$ cat config.mk
export PLATFORM = sky130hd
export DESIGN_NAME = fetch_prefetch_queue
export DESIGN_NICKNAME = d
export VERILOG_FILES = /design/src/rtl/fetch_prefetch_queue.sv
export SDC_FILE = /design/constraint.sdc
export NUM_CORES = 1
export LEC_CHECK = 0
export ABC_CLOCK_PERIOD_IN_PS = 2900
export BUFFER_PORTS_ARGS = -buffer_cell sky130_fd_sc_hd__buf_2
export CAP_MARGIN = 20
export CORE_MARGIN = 5
export CORE_UTILIZATION = 45
export CTS_BUF_LIST = sky130_fd_sc_hd__clkbuf_16
export DETAILED_ROUTE_END_ITERATION = 16
export PLACE_DENSITY = 0.67
export SLEW_MARGIN = 0
export SYNTH_ARGS = -nofsm -noshare
export SYNTH_HDL_FRONTEND = slang
export SYNTH_SLANG_ARGS = --single-unit
export TNS_END_PERCENT = 10
$ cat constraint.sdc
create_clock -name clk -period 2.9 [get_ports clk]
set_clock_uncertainty 0.15 [all_clocks]
set_input_delay 0.145 -clock clk [delete_from_list [all_inputs] [get_ports clk]]
set_output_delay 0.145 -clock clk [all_outputs]
set_load 0.02 [all_outputs]
$ cat src/rtl/fetch_prefetch_queue.sv
// Fetch prefetch queue: issues sequential word fetches and buffers tagged words.
// Optional statistics outputs are enabled with the FETCH_STATS_EN macro.
module fetch_prefetch_queue #(
  parameter int unsigned DEPTH     = 4,
  parameter logic [31:0] RESET_PC  = 32'h0000_0000,
  parameter logic [31:0] NOP_INSTR = 32'h0000_0013
) (
  input  logic        clk,
  input  logic        rst,
  input  logic        enable,
  input  logic        redirect,
  input  logic [31:0] redirect_pc,
  output logic        mem_req,
  output logic [31:0] mem_addr,
  input  logic        mem_gnt,
  input  logic        mem_rvalid,
  input  logic [31:0] mem_rdata,
  output logic        out_valid,
  output logic [31:0] out_instr,
  output logic [31:0] out_pc,
`ifdef FETCH_STATS_EN
  output logic [31:0] stall_cycles,
  output logic [31:0] flushed_words,
`endif
  input  logic        out_ready
);

  localparam int PW = (DEPTH > 1) ? $clog2(DEPTH) : 1;
  localparam int CW = PW + 1;

  localparam logic [CW:0] DEPTH_W = (CW+1)'(DEPTH);
  localparam logic [CW-1:0] DEPTH_C = CW'(DEPTH);

  logic [31:0]   fetch_pc_q, fetch_pc_d;
  logic [31:0]   resp_pc_q, resp_pc_d;
  logic [PW-1:0] wptr_q, wptr_d;
  logic [PW-1:0] rptr_q, rptr_d;
  logic [CW-1:0] count_q, count_d;
  logic [CW-1:0] outst_q, outst_d;
  logic [CW-1:0] disc_q, disc_d;

  logic [31:0]   instr_q [DEPTH];
  logic [31:0]   pc_q    [DEPTH];

  logic [31:0]   rdir_pc;
  logic [CW:0]   credit_used;
  logic          credit_ok;
  logic          issue;
  logic          accept;
  logic          drop;
  logic          pop;
  logic [CW-1:0] outst_after;

  assign rdir_pc     = redirect_pc & 32'hFFFF_FFFC;
  assign credit_used = {1'b0, count_q} + {1'b0, outst_q};
  assign credit_ok   = credit_used < DEPTH_W;

  // Request issue is purely combinational and never raised during a redirect.
  always_comb begin
    mem_req  = ~rst & enable & ~redirect & credit_ok;
    mem_addr = fetch_pc_q;
    issue    = mem_req & mem_gnt;
  end

  // Classify the returning word and the head handshake.
  always_comb begin
    accept    = 1'b0;
    drop      = 1'b0;
    out_valid = (count_q != '0);
    pop       = out_valid & out_ready & enable & ~redirect;
    if (mem_rvalid && !redirect) begin
      if (disc_q == '0) begin
        accept = 1'b1;
      end else begin
        drop = 1'b1;
      end
    end
  end

  // Head fields are read from the registered storage, NOP when empty.
  always_comb begin
    out_instr = NOP_INSTR;
    out_pc    = 32'h0;
    if (out_valid) begin
      out_instr = instr_q[rptr_q];
      out_pc    = pc_q[rptr_q];
    end
  end

  // Outstanding count: +1 per grant, -1 per response (never below zero).
  always_comb begin
    outst_after = outst_q;
    if (mem_rvalid && outst_q != '0) begin
      outst_after = outst_q - CW'(1);
    end
    outst_d = outst_after + CW'(issue);
  end

  // Next-state for PCs, pointers, occupancy and the stale-response counter.
  always_comb begin
    fetch_pc_d = fetch_pc_q;
    resp_pc_d  = resp_pc_q;
    wptr_d     = wptr_q;
    rptr_d     = rptr_q;
    count_d    = count_q;
    disc_d     = disc_q;
    if (redirect) begin
      fetch_pc_d = rdir_pc;
      resp_pc_d  = rdir_pc;
      wptr_d     = '0;
      rptr_d     = '0;
      count_d    = '0;
      disc_d     = outst_after;
    end else begin
      if (issue) begin
        fetch_pc_d = fetch_pc_q + 32'd4;
      end
      if (accept) begin
        resp_pc_d = resp_pc_q + 32'd4;
        wptr_d    = wptr_q + PW'(1);
      end
      if (pop) begin
        rptr_d = rptr_q + PW'(1);
      end
      if (drop) begin
        disc_d = disc_q - CW'(1);
      end
      count_d = count_q + CW'(accept) - CW'(pop);
    end
  end

  // Control state registers.
  always_ff @(posedge clk) begin
    if (rst) begin
      fetch_pc_q <= RESET_PC;
      resp_pc_q  <= RESET_PC;
      wptr_q     <= '0;
      rptr_q     <= '0;
      count_q    <= '0;
      outst_q    <= '0;
      disc_q     <= '0;
    end else begin
      fetch_pc_q <= fetch_pc_d;
      resp_pc_q  <= resp_pc_d;
      wptr_q     <= wptr_d;
      rptr_q     <= rptr_d;
      count_q    <= count_d;
      outst_q    <= outst_d;
      disc_q     <= disc_d;
    end
  end

  // Entry storage: written only when a live word is accepted.
  always_ff @(posedge clk) begin
    if (accept) begin
      instr_q[wptr_q] <= mem_rdata;
      pc_q[wptr_q]    <= resp_pc_q;
    end
  end

`ifdef FETCH_STATS_EN
  logic [31:0] flush_inc;

  // Words lost to a redirect: flushed entries, the word in the redirect
  // cycle, and every later stale response.
  always_comb begin
    flush_inc = 32'h0;
    if (redirect) begin
      flush_inc = 32'(count_q) + 32'(mem_rvalid);
    end else if (drop) begin
      flush_inc = 32'h1;
    end
  end

  // Free-running statistics counters.
  always_ff @(posedge clk) begin
    if (rst) begin
      stall_cycles  <= 32'h0;
      flushed_words <= 32'h0;
    end else begin
      if (out_ready && enable && !out_valid) begin
        stall_cycles <= stall_cycles + 32'h1;
      end
      flushed_words <= flushed_words + flush_inc;
    end
  end
`endif

  a_no_overflow: assert property (
    @(posedge clk) disable iff (rst)
    (accept && !pop) |-> (count_q != DEPTH_C)
  );

  a_rvalid_tracked: assert property (
    @(posedge clk) disable iff (rst)
    mem_rvalid |-> (outst_q != '0)
  );

  a_disc_le_outst: assert property (
    @(posedge clk) disable iff (rst)
    disc_q <= outst_q
  );

endmodule

==> flow_metrics.tcl, run 1 <==
set metrics [dict create \
    cts_tree "yes" \
    slew_viol_final 0 \
    die_w_um 184 \
    fmax_mhz 386 \
    synth_flop_cell "edfxtp_1" \
    post_drt_wl_per_cell_um 19.0 \
    avgSynthCellArea_sq_um 15.0 \
    dieArea_sq_mm 0.0340 \
    crit_fanout 7 \
    netlist.top_cell.by_area "edfxtp_1" \
    cts_buffers 34 \
    ir_worst_vdd_mv 0.422 \
    outcome "complete, no violations" \
    io_pins 169 \
    power.density_mw_per_mm2 651 \
    grt_overflow 0 \
    p_leak_uw 0.00599 \
    dp_cells 1440 \
    cpPeakStageDelay_ns 0.39 \
    setup_viol 0 \
    min_period_over_period_pct 89.4 \
    synth-seq-area-share_pct 65.5 \
    rsz0062_at_grt "false" \
    detailedPlace.worstSlack_ns 0.295 \
    synth_edf_count 248 \
    die_y_um 184 \
    cpMaxStageDelayCell "fa_1" \
    crit_chain "inv_1 > ha_1 > and4bb_2 > inv_1 > ha_1 > inv_1 > ha_1 > fa_1 > xnor2_1 > xnor2_1 > nor2_1" \
    min_path_type "input port to flip-flop" \
    grt_pass1_vias 8446 \
    ys_types 60 \
    crit_buf_inv 3 \
    synth_compound_area_share_pct 5.16 \
    wl_mm 29.6 \
    synthArstFlopShare_pct 0 \
    relSlewSlack_pct 54.9 \
    grt_pass1_wl_mm 46.6 \
    cts.repair.resized 0 \
    synthCells 913 \
    ant_nets 0 \
    nNetsFinal 1237 \
    drt-initial-drc-count 518 \
    synth.cell_area_sq_mm 0.0137 \
    cts_buffer_depth 3 \
    root_buffer "clkbuf_16" \
    io_buffers 162 \
    gp_congestion 0.819 \
    crit_type "flip-flop to flip-flop" \
    cp_top_family "adder cells" \
    worstPathRequired_ns 3.13 \
    cts_setup_buffers 0 \
    start_kind "flip-flop" \
    synth_xor_area_share_pct 2.44 \
    ys_ff_latch 323 \
    core_area_sq_mm 0.0298 \
    start_util_pct 45.9 \
    yosys.area_share.adder_pct 1.61 \
    fin_ws_ns 0.308 \
    avgViaCountPerCell 5.38 \
    hold_viol_final 0 \
    hold_buffers 63 \
    dp_hpwl_mm 19.3 \
    tightest_slew_ns 0.676 \
    clock_latency_ns 0.50 \
    drive_above_1_share_pct 28.1 \
    crit_path_end_kind "flip-flop" \
    synth_top_area_share_pct 54.5 \
    grt_usage_pct 17.3 \
    cp.arrival_ns 2.82 \
    first_pass_iters 5 \
    synth_warnings 0 \
    synth_simple_gate_area_share_pct 11.5 \
    vias 8422 \
    synth_mux_area_share_pct 10.8 \
    final_cells 1564 \
    drv_cap 0 \
    path_clk_slew_ns 0.06 \
    fin_tns_setup_ns 0 \
    htreeDepth 2 \
    area_delta_synth_final_pct 22.7 \
    whs_ns 0.00574 \
    synth_area_leaders "edfxtp_1, dfxtp_1, mux4_2, and2_1, xnor2_1" \
    diodes 0 \
    fin_crit_ns 2.59 \
    num_rows 63 \
    antenna_found_initial 0 \
    drc 0 \
    grt_max_degree 62 \
    cts_sinks 323 \
    synth_top_family_by_area "simple AND/OR/NAND/NOR gates" \
    finalCoreUtilization_pct 56.3 \
]
area by class of cell:
| class | count | area [sq um] |
|---|---|---|
| timing repair buffer | 250 | 1730 |
| multi-input combinational | 511 | 4330 |
| sequential | 323 | 8950 |
| clock inverter | 26 | 279 |
| tap | 390 | 488 |
| clock buffer | 35 | 876 |
| inverter | 29 | 109 |
| fill | 2420 | 13000 |
flip-flops by register name, summed over array words and instances, names as in the netlist, named ones only:
register	count
mem_addr	30
resp_pc_q	30
count_q	3
pc_q	120
instr_q	128
rptr_q	2
disc_q	3
outst_q	3
wptr_q	2
cells in the mapped netlist, drive strengths merged, types with 2 or more instances:
master	n
edfxtp	248
dfxtp	75
and2	69
mux4	62
nand2	47
nor2	40
clkbuf	32
xnor2	30
inv	28
a21oi	27
nand4	25
buf	21
nand3	21
nor3	19
a31oi	16
ha	16
a211oi	14
a21boi	14
o21ai	14
nor4	11
and3	9
xor2	8
or3	7
o21a	6
mux2	5
o211ai	5
or2	5
or4	5
a311oi	3
and4	3
mux2i	3
nand3b	3
a22oi	2
nand2b	2
nor2b	2
o21bai	2
o31a	2
cells by family after synthesis:
group / Yosys count
AOI/OAI and AO/OA: 109
xor gates and xnor gates: 38
adders and majority gates: 17
buffers and inverters: 82
DFF: 323
muxes: 70
other: 1
and+or+nand+nor: 273
cells in the final DEF (no fill, tap or decap), drive strengths merged, types with 6 or more instances in the layout:
master | synthesis | routed
a211oi | 14 | 14
a21boi | 14 | 14
a21oi | 27 | 27
a31oi | 16 | 16
and2 | 69 | 69
and3 | 9 | 9
buf | 21 | 187
bufinv | 0 | 6
clkbuf | 32 | 35
clkinv | 1 | 14
dfxtp | 75 | 75
dlygate4sd3 | 0 | 63
edfxtp | 248 | 248
ha | 16 | 16
inv | 28 | 34
mux4 | 62 | 62
nand2 | 47 | 47
nand3 | 21 | 21
nand4 | 25 | 25
nor2 | 40 | 40
nor3 | 19 | 19
nor4 | 11 | 11
o21a | 6 | 6
o21ai | 14 | 14
or3 | 7 | 7
xnor2 | 30 | 30
xor2 | 8 | 8
worst paths after layout:
check               from           to  cells after the start  slack [ns]
min reg2reg  mem_addr[3]  mem_addr[3]                      2        0.38
max            disc_q[0]   count_q[2]                     11        0.31
min            out_ready    flip-flop                      4       0.006
max reg2reg    disc_q[0]   count_q[2]                     11        0.31
metal layers:
layer | vias up | GRT usage [%] | wire length (um)
met5 | - | 0 | 0
met4 | 0 | 3.52 | 374
met3 | 37 | 3.08 | 2000
met2 | 303 | 27.6 | 13900
met1 | 4123 | 25.4 | 13400
li1 | 3959 | - | -
worst reg2reg max path, delay by kind of cell (launching register included):
kind,cells,cell delay (ns)
fa+ha+maj,4,1.08
simple gates,2,0.38
xor+xnor,2,0.32
flops,1,0.29
buf+inv,3,0.26
power breakdown:
part / switching, uW / internal, uW / total (uW)
clock network: 1690 / 2730 / 4430
registers: 158 / 5230 / 5390
logic: 612 / 484 / 1100
metrics by stage:
step / total power [uW] / instance area [sq um]
4_1_cts: 11000 / 16800
3_3_place_gp: 6500 / 15000
6_report: 10900 / 16800
3_5_place_dp: 6530 / 15000
2_1_floorplan: 6140 / 13700
5_1_grt: 11400 / 16800
(Power assumes the default switching activity.)
==> inputs of run 2 (changes only) <==
CORE_ASPECT_RATIO = 0.8   (was default)
CORE_MARGIN = default   (was 5)
==> flow_metrics.tcl, run 2 (same netlist as run 1, synthesis figures left out) <==
set metrics [dict create \
    cp.arrival_ns 2.88 \
    start_util_pct 46.2 \
    cpMaxStageDelayCell "fa_1" \
    relSlewSlack_pct 54.3 \
    cts_sinks 323 \
    crit_buf_inv 3 \
    cts_buffer_depth 3 \
    io_buffers 162 \
    r2r-end "count_q[2]" \
    area_delta_synth_final_pct 22.5 \
    die_w_um 197 \
    first_pass_iters 5 \
    worstPathRequired_ns 3.15 \
    nNetsFinal 1230 \
    avgViaCountPerCell 5.36 \
    grt_pass1_vias 8225 \
    htreeDepth 2 \
    startpoint "disc_q[0]" \
    hold_viol_final 0 \
    r2r_start "disc_q[0]" \
    gp_congestion 0.832 \
    hold_depth 5 \
    post_drt_wl_per_cell_um 18.8 \
    min_period_over_period_pct 90.4 \
    dp_hpwl_mm 17.9 \
    mostFrequentLayoutCells "edfxtp_1, buf_2, dfxtp_1" \
    io_pins 169 \
    path_clk_slew_ns 0.06 \
    slew_viol_final 0 \
    cts_tree "yes" \
    p_leak_uw 0.00597 \
    largest_register_ff_count 128 \
    regMostFlops "instr_q" \
    clock_latency_ns 0.51 \
    rsz0062_at_grt "false" \
    placed_area_sq_mm 0.0149 \
    crit_chain "inv_1 > ha_1 > and4bb_2 > inv_1 > ha_1 > inv_1 > ha_1 > fa_1 > xnor2_1 > xnor2_1 > nor2_1" \
    reg2regPathDepth 11 \
    fin_crit_ns 2.62 \
    final_cells 1573 \
    final_common_cell "edfxtp_1" \
    grt_max_degree 64 \
    hold_path_startpoint "mem_gnt" \
    drc 0 \
    num_rows 56 \
    dieArea_sq_mm 0.0311 \
    holdPathEnd "mem_addr[3]" \
    cpPeakStageDelay_ns 0.37 \
    cts_buffers 34 \
    die_y_um 158 \
    cts_setup_buffers 0 \
    cp_top_family "adder cells" \
    design_area_sq_mm 0.0167 \
    min_path_type "input port to flip-flop" \
    fmax_mhz 381 \
    wl_mm 29.5 \
    setup_viol 0 \
    ir_worst_vdd_mv 0.389 \
    drt-initial-drc-count 533 \
    finalCoreUtilization_pct 56.6 \
    grt_usage_pct 19.3 \
    fin_ws_ns 0.278 \
    dp_cells 1448 \
    antenna_found_initial 0 \
    r2r_setup_slack_ns 0.28 \
    drive_above_1_share_pct 27.5 \
    vias 8433 \
    crit_fanout 7 \
    grt_overflow 0 \
    whs_ns 0.0618 \
    outcome "complete, no violations" \
    fill_cells 2344 \
    detailedPlace.worstSlack_ns 0.309 \
    core_area_sq_mm 0.0296 \
    power.density_mw_per_mm2 654 \
    ant_nets 0 \
    cts.repair.resized 0 \
    drv_cap 0 \
    crit_path_end_kind "flip-flop" \
    start_kind "flip-flop" \
    root_buffer "clkbuf_16" \
    crit_type "flip-flop to flip-flop" \
    largest_registers "instr_q x128, pc_q x120" \
    diodes 0 \
    tightest_slew_ns 0.685 \
    grt_pass1_wl_mm 46.2 \
]
-- run 2: changes by cell type in the layout (fill, tap and decap cells not counted), sizes merged --
cell	previous run	this run
buf	187	179
clkinv	14	13
dlygate4sd3	63	64
inv	34	35
-- run 2: tightest hold or removal path, cell delays in order --
cell     delay (ns)
buf_2          0.10
nand4_2        0.08
inv_2          0.15
nand2_1        0.11
a31oi_1        0.07
-- run 2: worst max path at each step --
stage | endpoint | slack [ns] | cells past startpoint
after CTS | count_q[2] | 0.25 | 11
after detailed placement | count_q[2] | 0.31 | 11
after floorplan | instr_q[1][0] | -0.01 | 4
after global routing | count_q[2] | 0.09 | 11
after global placement | count_q[2] | 0.38 | 11
final | count_q[2] | 0.28 | 11
-- run 2: final cells by class --
| type | count | area [sq um] | share of cell area, % |
|---|---|---|---|
| multi-input cells | 511 | 4330 | 25.9 |
| flip-flops and latches | 323 | 8950 | 53.5 |
| inverters | 29 | 109 | 0.650 |
| clock buffers | 35 | 876 | 5.23 |
| well taps | 406 | 508 | 3.03 |
| clock inverters | 26 | 289 | 1.73 |
| repair buffers | 243 | 1680 | 10.0 |
-- run 2: timing repair --
| action | in CTS | in global routing |
|---|---|---|
| endpoints found under the hold margin | 192 | 0 |
| hold buffers | 64 | 0 |
| setup endpoints to repair | 0 | 0 |
-- run 2: through the flow --
stage / TNS [ns] / power [uW]
detailed placement: 0 / 6510
global placement: 0 / 6490
CTS: 0 / 11100
global route: 0 / 11400
finish: 0 / 10900
floorplan: -2.40 / 6140
-- run 2: per-layer routing --
metal / GRT usage (%) / up-vias / part of all wire (%)
li1: - / 3937 / -
met4: 4.25 / 0 / 1.3
met1: 29.0 / 4165 / 48
met5: 0 / - / 0
met3: 3.41 / 35 / 6.4
met2: 29.4 / 296 / 44
-- run 2: power by group --
group          internal, uW  total, uW  switching (uW)  leakage [uW]
clock network          2730       4470            1740      0.000597
logic                   475       1090             614       0.00249
registers              5230       5390             160       0.00288
total                  8440      10900            2510       0.00597
==> inputs of run 3 (changes only) <==
ABC_CLOCK_PERIOD_IN_PS = 2400   (was 2900)
CTS_BUF_LIST = sky130_fd_sc_hd__clkbuf_8   (was sky130_fd_sc_hd__clkbuf_16)
clock period = 2.4 ns   (was 2.9 ns; I/O delays follow)
==> flow_metrics.tcl, run 3 (same netlist as run 1, synthesis figures left out) <==
set metrics [dict create \
    mostFrequentLayoutCells "edfxtp_1, buf_2, dlygate4sd3_1" \
    clock_latency_ns 0.59 \
    antenna_found_initial 0 \
    cp.arrival_ns 2.19 \
    violations "negative setup slack" \
    htreeDepth 2 \
    grt_max_degree 63 \
    io_pins 169 \
    relSlewSlack_pct 56.9 \
    finalCoreUtilization_pct 59.4 \
    fill_cells 2291 \
    whs_ns 0.0112 \
    start_kind "flip-flop" \
    final_common_cell "edfxtp_1" \
    fin_ws_ns -0.0573 \
    rsz0062_at_grt "true" \
    grt_overflow 0 \
    grt_pass1_vias 8548 \
    gp_congestion 0.858 \
    drt-initial-drc-count 523 \
    ir_worst_vdd_mv 0.381 \
    drv_cap 0 \
    min_path_type "input port to flip-flop" \
    largest_register_ff_count 128 \
    cts_buffers 51 \
    multiInputGateArea_sq_mm 0.00443 \
    r2r_start "disc_q[1]" \
    crit_path_end_kind "primary output" \
    crit_chain "buf_12 > buf_12 > clkbuf_16 > mux4_2 > and2_4 > buf_6" \
    largest_registers "instr_q x128, pc_q x120" \
    hold_path_startpoint "redirect" \
    setup_viol 34 \
    grt_usage_pct 20.2 \
    r2r-end "count_q[2]" \
    hold_depth 4 \
    outcome "finished with violations" \
    fin_tns_setup_ns -0.889 \
    cpMaxStageDelayCell "mux4_2" \
    crit_type "flip-flop to primary output" \
    cts_tree "yes" \
    drc 0 \
    first_pass_iters 5 \
    holdPathEnd "disc_q[2]" \
    crit_fanout 5 \
    min_period_over_period_pct 102 \
    total_power_uw 12300 \
    dieArea_sq_mm 0.0311 \
    num_rows 56 \
    ant_nets 0 \
    regMostFlops "instr_q" \
    cpPeakStageDelay_ns 0.50 \
    fmax_mhz 407 \
    cts_buffer_depth 3 \
    slew_viol_final 0 \
    crit_buf_inv 4 \
    reg2regPathDepth 11 \
    cts_sinks 323 \
    path_clk_slew_ns 0.06 \
    cpMostUsedCell "buf_12" \
    area_delta_synth_final_pct 28.5 \
    die_y_um 158 \
    root_buffer "clkbuf_8" \
    die_w_um 197 \
    tightest_slew_ns 0.646 \
    nNetsFinal 1307 \
    core_area_sq_mm 0.0296 \
    start_util_pct 46.2 \
    power.density_mw_per_mm2 701 \
    drive_above_1_share_pct 33.2 \
    grt_pass1_wl_mm 47.8 \
    vias 8779 \
    wl_mm 31.3 \
    io_buffers 162 \
    dp_hpwl_mm 18.7 \
    post_drt_wl_per_cell_um 18.8 \
    diodes 0 \
    fin_crit_ns 2.46 \
    hold_viol_final 0 \
    cp_top_family "buffers and inverters" \
    p_leak_uw 0.00638 \
    r2r_setup_slack_ns 0.10 \
    register_area_sq_mm 0.00895 \
    avgViaCountPerCell 5.28 \
    worstPathRequired_ns 2.13 \
]
run 3: cell count changes in the layout (fill, tap and decap cells not counted), moves of 5 or more:
cell,before,now
clkbuf_8,0,55
buf_4,9,46
buf_2,162,129
clkbuf_16,35,3
and2_1,65,35
and2_4,0,30
buf_6,0,30
inv_1,34,48
dlygate4sd3_1,64,75
buf_16,0,8
bufinv_16,6,1
run 3: worst max path at each step:
stage	startpoint	end	slack, ns	cells after the start
6_report	flip-flop	out_instr[19]	-0.06	6
5_1_grt	flip-flop	out_instr[20]	-0.12	6
4_1_cts	flip-flop	out_instr[1]	-0.08	5
3_5_place_dp	count_q[2]	count_q[2]	0.03	10
3_3_place_gp	count_q[2]	count_q[2]	0.06	10
2_1_floorplan	disc_q[0]	instr_q[1][0]	-0.51	4
run 3: metal layers:
layer | track usage (%) | wire (um)
met5 | 0 | 0
met2 | 32.4 | 14400
met4 | 5.20 | 491
met3 | 3.62 | 2240
met1 | 28.6 | 14200
run 3: what timing repair did:
item / 4_1_cts / 5_1_grt
setup endpoints to repair: 44 / 63
endpoints found under the hold margin: 195 / 0
cloned: 7 / 3
setup buffers: 6 / 1
gates resized for setup: 30 / 80
hold buffers: 75 / 0
pin swaps: 0 / 1
run 3: per-stage QoR:
stage / cells / worst slack [ns] / instance area, sq um
6_report: 1664 / -0.0573 / 17600
5_1_grt: 1664 / -0.121 / 17600
4_1_cts: 1660 / -0.0824 / 17200
3_5_place_dp: 1480 / 0.0253 / 15200
3_3_place_gp: 1480 / 0.0622 / 15200
2_1_floorplan: 916 / -0.513 / 13700
run 3: cell type report:
type	instances	share of cell area (%)
Clock buffer	55	4.31
Inverter	29	0.634
Tap cell	406	2.89
Clock inverter	37	1.10
Sequential cell	323	51.0
Multi-Input combinational cell	511	25.2
Timing Repair Buffer	303	14.9
run 3: worst min-delay path, delay by kind of cell:
family,cells,cell delay (ns)
AND/OR/NAND/NOR,1,0.15
buffers and inverters,2,0.36
AO/OA/AOI/OAI,1,0.06
run 3: where the power goes:
part / internal (uW) / leakage, uW / switching [uW] / total [uW]
Combinational: 697 / 0.00293 / 810 / 1510
Clock: 2230 / 0.000569 / 2090 / 4320
Sequential: 6320 / 0.00288 / 170 / 6490
Total: 9240 / 0.00638 / 3070 / 12300
